$ cat src/rtl/booth2_final_adder.sv
// booth2_final_adder
// Final carry-propagate adder behind the Booth-2 / 4:2 compressor tree of the
// 16x16 signed multiplier. It adds the redundant sum row and the carry row
// (the carry row is shifted left by 2) into the 32-bit product. The add is
// split into two registered 16-bit halves so no cycle carries a 32-bit ripple.
// Both sides use valid/ready. Stages collapse bubbles and hold one beat each.
module booth2_final_adder #(
  parameter int CNT_W = 16
) (
  input  logic             sys_clk,
  input  logic             sys_rst,
  input  logic [31:0]      pp_sum,
  input  logic [29:0]      pp_carry,
  input  logic             in_valid,
  output logic             in_ready,
  output logic [31:0]      product,
  output logic             out_valid,
  input  logic             out_ready,
  output logic [CNT_W-1:0] prod_cnt
);

  // Stage 1: low half already summed, upper operands kept for stage 2
  logic             s1_valid_q,    s1_valid_d;
  logic [15:0]      s1_lo_q,       s1_lo_d;
  logic             s1_c16_q,      s1_c16_d;
  logic [15:0]      s1_sum_hi_q,   s1_sum_hi_d;
  logic [15:0]      s1_carry_hi_q, s1_carry_hi_d;

  // Stage 2: the output register
  logic             out_valid_q,   out_valid_d;
  logic [31:0]      product_q,     product_d;
  logic [CNT_W-1:0] prod_cnt_q,    prod_cnt_d;

  // Handshake and datapath intermediates
  logic        s2_ready;
  logic        accept;
  logic        advance;
  logic        drain;
  logic [16:0] lo_sum;
  logic [15:0] hi_sum;

  // Handshake decode. in_ready depends combinationally on out_ready, so a
  // full pipeline that drains this cycle can still take a new beat.
  always_comb begin
    s2_ready = ~out_valid_q | out_ready;
    in_ready = sys_rst | ~s1_valid_q | s2_ready;
    accept   = in_valid & in_ready & ~sys_rst;
    advance  = s1_valid_q & s2_ready;
    drain    = out_valid_q & out_ready;
  end

  // The two 17-bit half adders. The carry row's two low bits are zero, so
  // only pp_carry[13:0] falls into the low half.
  always_comb begin
    lo_sum = {1'b0, pp_sum[15:0]} + {1'b0, pp_carry[13:0], 2'b00};
    hi_sum = s1_sum_hi_q + s1_carry_hi_q + {15'd0, s1_c16_q};
  end

  // Next state for both stages and the delivery counter. Every register holds
  // by default.
  always_comb begin
    s1_valid_d    = s1_valid_q;
    s1_lo_d       = s1_lo_q;
    s1_c16_d      = s1_c16_q;
    s1_sum_hi_d   = s1_sum_hi_q;
    s1_carry_hi_d = s1_carry_hi_q;
    out_valid_d   = out_valid_q;
    product_d     = product_q;
    prod_cnt_d    = prod_cnt_q;

    s1_valid_d = accept | (s1_valid_q & ~s2_ready);
    if (accept) begin
      s1_lo_d       = lo_sum[15:0];
      s1_c16_d      = lo_sum[16];
      s1_sum_hi_d   = pp_sum[31:16];
      s1_carry_hi_d = pp_carry[29:14];
    end

    if (s2_ready) begin
      out_valid_d = s1_valid_q;
    end
    if (advance) begin
      product_d = {hi_sum, s1_lo_q};
    end

    if (drain) begin
      prod_cnt_d = prod_cnt_q + CNT_W'(1);
    end
  end

  // State registers. Reset drops every in-flight beat and clears the data.
  always_ff @(posedge sys_clk) begin
    if (sys_rst) begin
      s1_valid_q    <= 1'b0;
      s1_lo_q       <= '0;
      s1_c16_q      <= 1'b0;
      s1_sum_hi_q   <= '0;
      s1_carry_hi_q <= '0;
      out_valid_q   <= 1'b0;
      product_q     <= '0;
      prod_cnt_q    <= '0;
    end else begin
      s1_valid_q    <= s1_valid_d;
      s1_lo_q       <= s1_lo_d;
      s1_c16_q      <= s1_c16_d;
      s1_sum_hi_q   <= s1_sum_hi_d;
      s1_carry_hi_q <= s1_carry_hi_d;
      out_valid_q   <= out_valid_d;
      product_q     <= product_d;
      prod_cnt_q    <= prod_cnt_d;
    end
  end

  assign product   = product_q;
  assign out_valid = out_valid_q;
  assign prod_cnt  = prod_cnt_q;

endmodule

$ cat config.mk
export PLATFORM = sky130hd
export DESIGN_NAME = booth2_final_adder
export DESIGN_NICKNAME = d
export VERILOG_FILES = /design/src/rtl/booth2_final_adder.sv
export SDC_FILE = /design/constraint.sdc
export NUM_CORES = 1
export LEC_CHECK = 0
export BUFFER_PORTS_ARGS = -buffer_cell sky130_fd_sc_hd__clkbuf_2
export CAP_MARGIN = 20
export CORE_MARGIN = 2
export CORE_UTILIZATION = 58
export DETAILED_ROUTE_END_ITERATION = 16
export PLACE_DENSITY = 0.84
export SLEW_MARGIN = 20
export SYNTH_ARGS = -nofsm -noshare
export SYNTH_HDL_FRONTEND = slang
export SYNTH_SLANG_ARGS = --single-unit
$ cat constraint.sdc
create_clock -name sys_clk -period 6.3 [get_ports sys_clk]
set_input_delay 0.63 -clock sys_clk [delete_from_list [all_inputs] [get_ports sys_clk]]
set_output_delay 0.63 -clock sys_clk [all_outputs]
set_load 0.1 [all_outputs]
==> results.toml, run 1 <==
[placed_design]
routabilityCongestion = 0.848
place_hpwl_um = 8280
dp.cells = 788
io_buffers = 115
place_ws_ns = 2.98

[power]
powerDensity_mw_per_mm2 = 255
power.leakage_nw = 2.59
vdd_drop_max_v = 0.000120

[setup_path]
critPathRequiredTime_ns = 5.67
r2r_cells = 9
reg2reg_slack_ns = 3.77
crit_fanout = 55
r2r-start = "s1_c16_q"
r2r_end = "product[26]"
critPathLaunchType = "input pin"
arrival_ns = 2.40
path_class = "input pin to primary output"
end_kind = "primary output"

[cts]
cts_tree = "yes"
clk_latency_ns = 0.37
cts_root_buffer = "clkbuf_8"
ctsHtreeMaxLevel = 3
cts.sinks = 99
cts.clk_slew.worst_paths_ns = 0.09
post_cts_resize_count = 0
numCtsBuffers = 9
postCtsHoldBufs = 0
post_cts_buffers = 0
cts_buffer_depth = 2

[yosys]
synthArstFlopShare_pct = 0
synth_nets = 689
synth.largest_area_cell = "dfxtp_1"
synth_top_area_share_pct = 41.2
synth-seq-cells = 99
synth_area_mm2 = 0.00481
synth_area_leaders = "dfxtp_1 (41%), nand2_1 (10%), ha_1 (7.5%), o21ai_0 (5.4%), a21oi_1 (4.5%)"
ys_types = 50
dominantRegCellSynth = "dfxtp_1"
avgSynthCellArea_um2 = 8.14
yosysWarnings = 0
synth_edf_count = 0
synth_cells = 591
synth.most_common_cell = "nand2_1"
synth_common_cells = "nand2_1 (132), dfxtp_1 (99), o21ai_0 (52), a21oi_1 (43), nor2_1 (35)"
yosysSeqAreaShare_pct = 41.2

[hold_path]
hold_path.class = "input pin to flop"
whs_endpoint = "s1_sum_hi_q[14]"
hp-start = "pp_sum[30]"
hold_depth = 3

[cells_and_area]
drive_gt1_share_pct = 20.5
antenna_cells = 0
fin_cells = 803
fin_nets = 792
n_fill_cell = 659
syn2layout_area_growth_pct = 18.1
multi_input_area_mm2 = 0.00270
seqCellArea_mm2 = 0.00198

[timing]
setup_slack_ns = 3.27
worst_slew_pin_slew_ns = 0.905
setup_viol = 0
min_period_ns = 3.03
rsz0062_at_grt = "false"
fin_tns_setup_ns = 0
fmax_mhz = 330
finalCritPeriodShare_pct = 48.1
slew_headroom_pct = 39.6
slew_viol_final = 0
hold_viol = 0
fin_skew_ns = 0.00548

[die]
die-area_mm2 = 0.00904
num_io_pins = 116
die_h_um = 95.1
core_mm2 = 0.00813
start_util_pct = 59.1
fp.dieW_um = 95.1
rows = 33

[routing]
vias = 4443
wirelength_um = 11100
antenna_left = 0
dr.pass1.iters = 5
drc = 0
drt_iter0_drc = 219
vias_per_cell = 5.53
avgRoutedWirePerCell_um = 13.9

[global_route]
grt_pass1_vias = 4032
grt_antenna_before_repair = 0
grt_max_degree = 80
grt_pass1_wl_um = 18400
grt_use_total_pct = 25.5
grt_overflow = 0

[job]
maxCapViolations = 0

[outcome]
status = "completed"
## kinds of logic after synthesis
group,synth area share (%)
simple gates,21.5
flops,41.2
xor+xnor,5.46
fa+ha+maj,8.79
buf+inv,2.91
compound gates,20.2
## power breakdown
part / leakage [nW] / switching, W / internal (W)
sequential: 0.811 / 0.0000237 / 0.000665
combinational: 1.66 / 0.000206 / 0.0000948
clock: 0.113 / 0.000222 / 0.000235
total: 2.59 / 0.000451 / 0.000995
## routing by layer
layer	up-vias	GRT usage [%]	share of wire [%]
met5	-	0	0
met4	0	9.30	2.3
met3	20	4.11	5.1
met2	139	40.0	46
met1	2023	35.6	47
li1	2261	-	-
## state kept, by name, indices dropped and copies added (netlist names)
register and cells:
product 32, s1_lo_q 16, prod_cnt 16, s1_valid_q 1, s1_sum_hi_q 16, s1_carry_hi_q 16, out_valid 1, s1_c16_q 1
## worst max-delay path by stage
stage,from,to,slack (ns),cells past startpoint
2_1_floorplan,out_valid,in_ready,3.52,2
3_3_place_gp,sys_rst,s1_lo_q[11],3.10,9
3_5_place_dp,sys_rst,s1_lo_q[11],2.98,9
4_1_cts,sys_rst,in_ready,3.27,5
5_1_grt,sys_rst,s1_lo_q[11],3.12,9
6_report,sys_rst,in_ready,3.27,5
## critical path, stage by stage
cell and delay [ns]:
clkbuf_2 0.08, buf_4 0.42, inv_2 0.50, nand3_1 0.26, clkbuf_2 0.48
## area by class of cell
class	instances	area share, %
clock buffer	10	2.42
tap	105	2.31
multi-input combinational	455	47.6
sequential	99	34.9
inverter	10	0.661
clock inverter	5	1.52
timing repair buffer	119	10.7
## layout by cell type (no fill, tap or decap), types with 4 or more instances in the layout
cell type,Yosys,layout
a21o_1,18,18
o21ai_0,52,52
clkbuf_2,0,115
nand3_1,20,20
a31oi_1,4,4
xnor2_1,12,12
clkbuf_8,0,10
o21a_1,5,5
buf_4,0,4
ha_1,29,29
dfxtp_1,99,99
nand4_1,9,9
nor3_1,6,6
and3_1,14,14
a21oi_1,43,42
nand2_1,132,132
nor2_1,35,35
xor2_1,18,18
inv_1,8,8
or3_1,5,5
a211oi_1,4,4
and2_1,5,5
## stage by stage
stage / total power [W] / hold slack [ns] / utilization (%) / area [um^2]
final: 0.00145 / 0.446 / 69.9 / 5680
after global routing: 0.00151 / 0.441 / 69.9 / 5680
after CTS: 0.00145 / 0.432 / 69.9 / 5680
after detailed placement: 0.000999 / 0.445 / 67.1 / 5460
after global placement: 0.000991 / 0.439 / 67.1 / 5460
after floorplan: 0.000925 / 0.427 / - / 4810
Power figures use the tool's default switching activity.
==> run 2: changes to the inputs <==
- CORE_UTILIZATION: 58 -> 48
- PLACE_DENSITY: 0.84 -> 0.74
- clock period: 6.3 -> 2.4 ns (I/O delays scaled with it)
==> run 2 against run 1 <==
Net effect: hold slack got worse by 0.38 ns; final cell count rose by 4.5%; flip-flop and latch count did not move; global-route usage fell by 3.0 points; die area rose by 20%; register-to-register slack got worse by 3.8 ns; utilization fell by 9.9 points; wire length rose by 6.4%; count of clock-buffer cells in the layout rose by 1; via count rose by 0.38%.
==> results.toml, run 2 (same netlist as run 1, synthesis figures left out) <==
[timing]
hold_viol = 0
fmax_mhz = 420
rsz0062_at_grt = "true"
slew_headroom_pct = 62.0
fin_skew_ns = 0.00916
slew_viol_final = 0
fin_tns_setup_ns = 0
finalCritPeriodShare_pct = 99.3
min_period_ns = 2.38
worst_slew_pin_slew_ns = 0.572
setup_viol = 0

[hold_path]
hold_depth = 3
hold_path.class = "input pin to flop"

[routing]
drt_iter0_drc = 296
avgRoutedWirePerCell_um = 14.1
antenna_left = 0
vias_per_cell = 5.32
dr.pass1.iters = 4
vias = 4460
wirelength_um = 11900
drc = 0

[cts]
postCtsHoldBufs = 0
numCtsBuffers = 9
cts_root_buffer = "clkbuf_8"
cts.clk_slew.worst_paths_ns = 0.09
clk_latency_ns = 0.37
cts_buffer_depth = 2
cts.sinks = 99
ctsHtreeMaxLevel = 3
cts_tree = "yes"

[cells_and_area]
n_fill_cell = 909
final_cell_mix = "nand2_1 (132), clkbuf_2 (114), dfxtp_1 (97)"
multi_input_area_mm2 = 0.00273
fin_cells = 839
stdcell_area_mm2 = 0.00583
seqCellArea_mm2 = 0.00198
drive_gt1_share_pct = 22.5
antenna_cells = 0
largest_reg_flops = 32
fin_nets = 800
final_common_cell = "nand2_1"
syn2layout_area_growth_pct = 21.3

[global_route]
grt_antenna_before_repair = 0
grt_pass1_wl_um = 20100
grt_overflow = 0
grt_pass1_vias = 4273
grt_max_degree = 55
grt_use_total_pct = 22.5

[setup_path]
critPathRequiredTime_ns = 2.66
end_kind = "flop"
crit_cells = 9
crit_fanout = 3
crit_chain = "fa_2 > inv_2 > fa_2 > nor2b_2 > o31a_1 > o21ai_2 > a211oi_2 > or3_1 > a32o_1"
arrival_ns = 2.65
path_class = "flop to flop"
max_stage_delay_ns = 0.41
r2r_cells = 9
critPathLaunchType = "flop"
cp_common_cell = "fa_2"
crit_slowest_cell = "fa_2"
cp_top_family = "compound AO/OA/AOI/OAI gates"
crit_buf_inv = 1

[die]
start_util_pct = 49.4
core_mm2 = 0.00973
die-area_mm2 = 0.0108
num_io_pins = 116
fp.dieW_um = 104
rows = 36
die_h_um = 104

[job]
maxCapViolations = 0

[placed_design]
io_buffers = 115
place_hpwl_um = 8770
routabilityCongestion = 0.890
dp.cells = 823
placed_cell_area_mm2 = 0.00557

[power]
vdd_drop_max_v = 0.000333
power_w = 0.00391
powerDensity_mw_per_mm2 = 669
power.leakage_nw = 2.64

[outcome]
status = "completed"
==> run 2: changes by cell type in the layout (fill, tap and decap cells not counted), sizes merged <==
cell    previous run  this run
inv               11        10
buf                4        13
clkinv             2         1
bufinv             2         3
==> run 2: report_power, final <==
part	switching, W	leakage, nW	total, W	internal [W]
clock	0.000571	0.120	0.00129	0.000718
sequential	0.0000614	0.812	0.00181	0.00175
combinational	0.000549	1.71	0.000809	0.000260
total	0.00118	2.64	0.00391	0.00272
==> run 2: per-stage QoR <==
stage	util [%]	worst slack, ns	hold WS, ns
global placement	57.2	0.0739	0.434
detailed placement	57.2	0.00403	0.439
global route	60.0	-0.0927	0.0720
CTS	59.8	0.0568	0.0528
floorplan	-	0.0706	0.348
finish	60.0	0.0164	0.0634
==> run 2: final cells by class <==
type | instances | area share [%]
clock buffer | 11 | 2.42
clock inverter | 4 | 1.69
inverter | 10 | 0.643
multi-input combinational | 455 | 46.7
sequential | 99 | 34.0
tap | 133 | 2.85
timing repair buffer | 127 | 11.7
==> run 2: worst register-to-register path, delay by kind of cell (launching register included) <==
kind	cells	cell delay [ns]
fa+ha+maj	2	0.64
compound gates	4	0.86
buf+inv	1	0.08
simple gates	2	0.36
flops	1	0.34
==> run 2: final timing paths <==
check / from / endpoint / slack (ns)
max reg2reg: s1_carry_hi_q[0] / product[26] / 0.02
max: s1_carry_hi_q[0] / product[26] / 0.02
min reg2reg: s1_lo_q[14] / product[14] / 0.46
min: pp_sum[0] / s1_lo_q[0] / 0.06
==> run 2: timing repair <==
action	CTS	global route
setup endpoints to repair	1	3
setup buffers	0	1
resized for setup	3	7
pin swaps	0	6
hold endpoints to repair	0	0
==> run 2: per-layer routing <==
| layer | track usage (%) | up-vias | wire (um) |
|---|---|---|---|
| li1 | - | 2279 | - |
| met1 | 30.6 | 2052 | 5700 |
| met2 | 36.1 | 113 | 5430 |
| met3 | 4.07 | 16 | 515 |
| met4 | 7.72 | 0 | 205 |
| met5 | 0 | - | 0 |
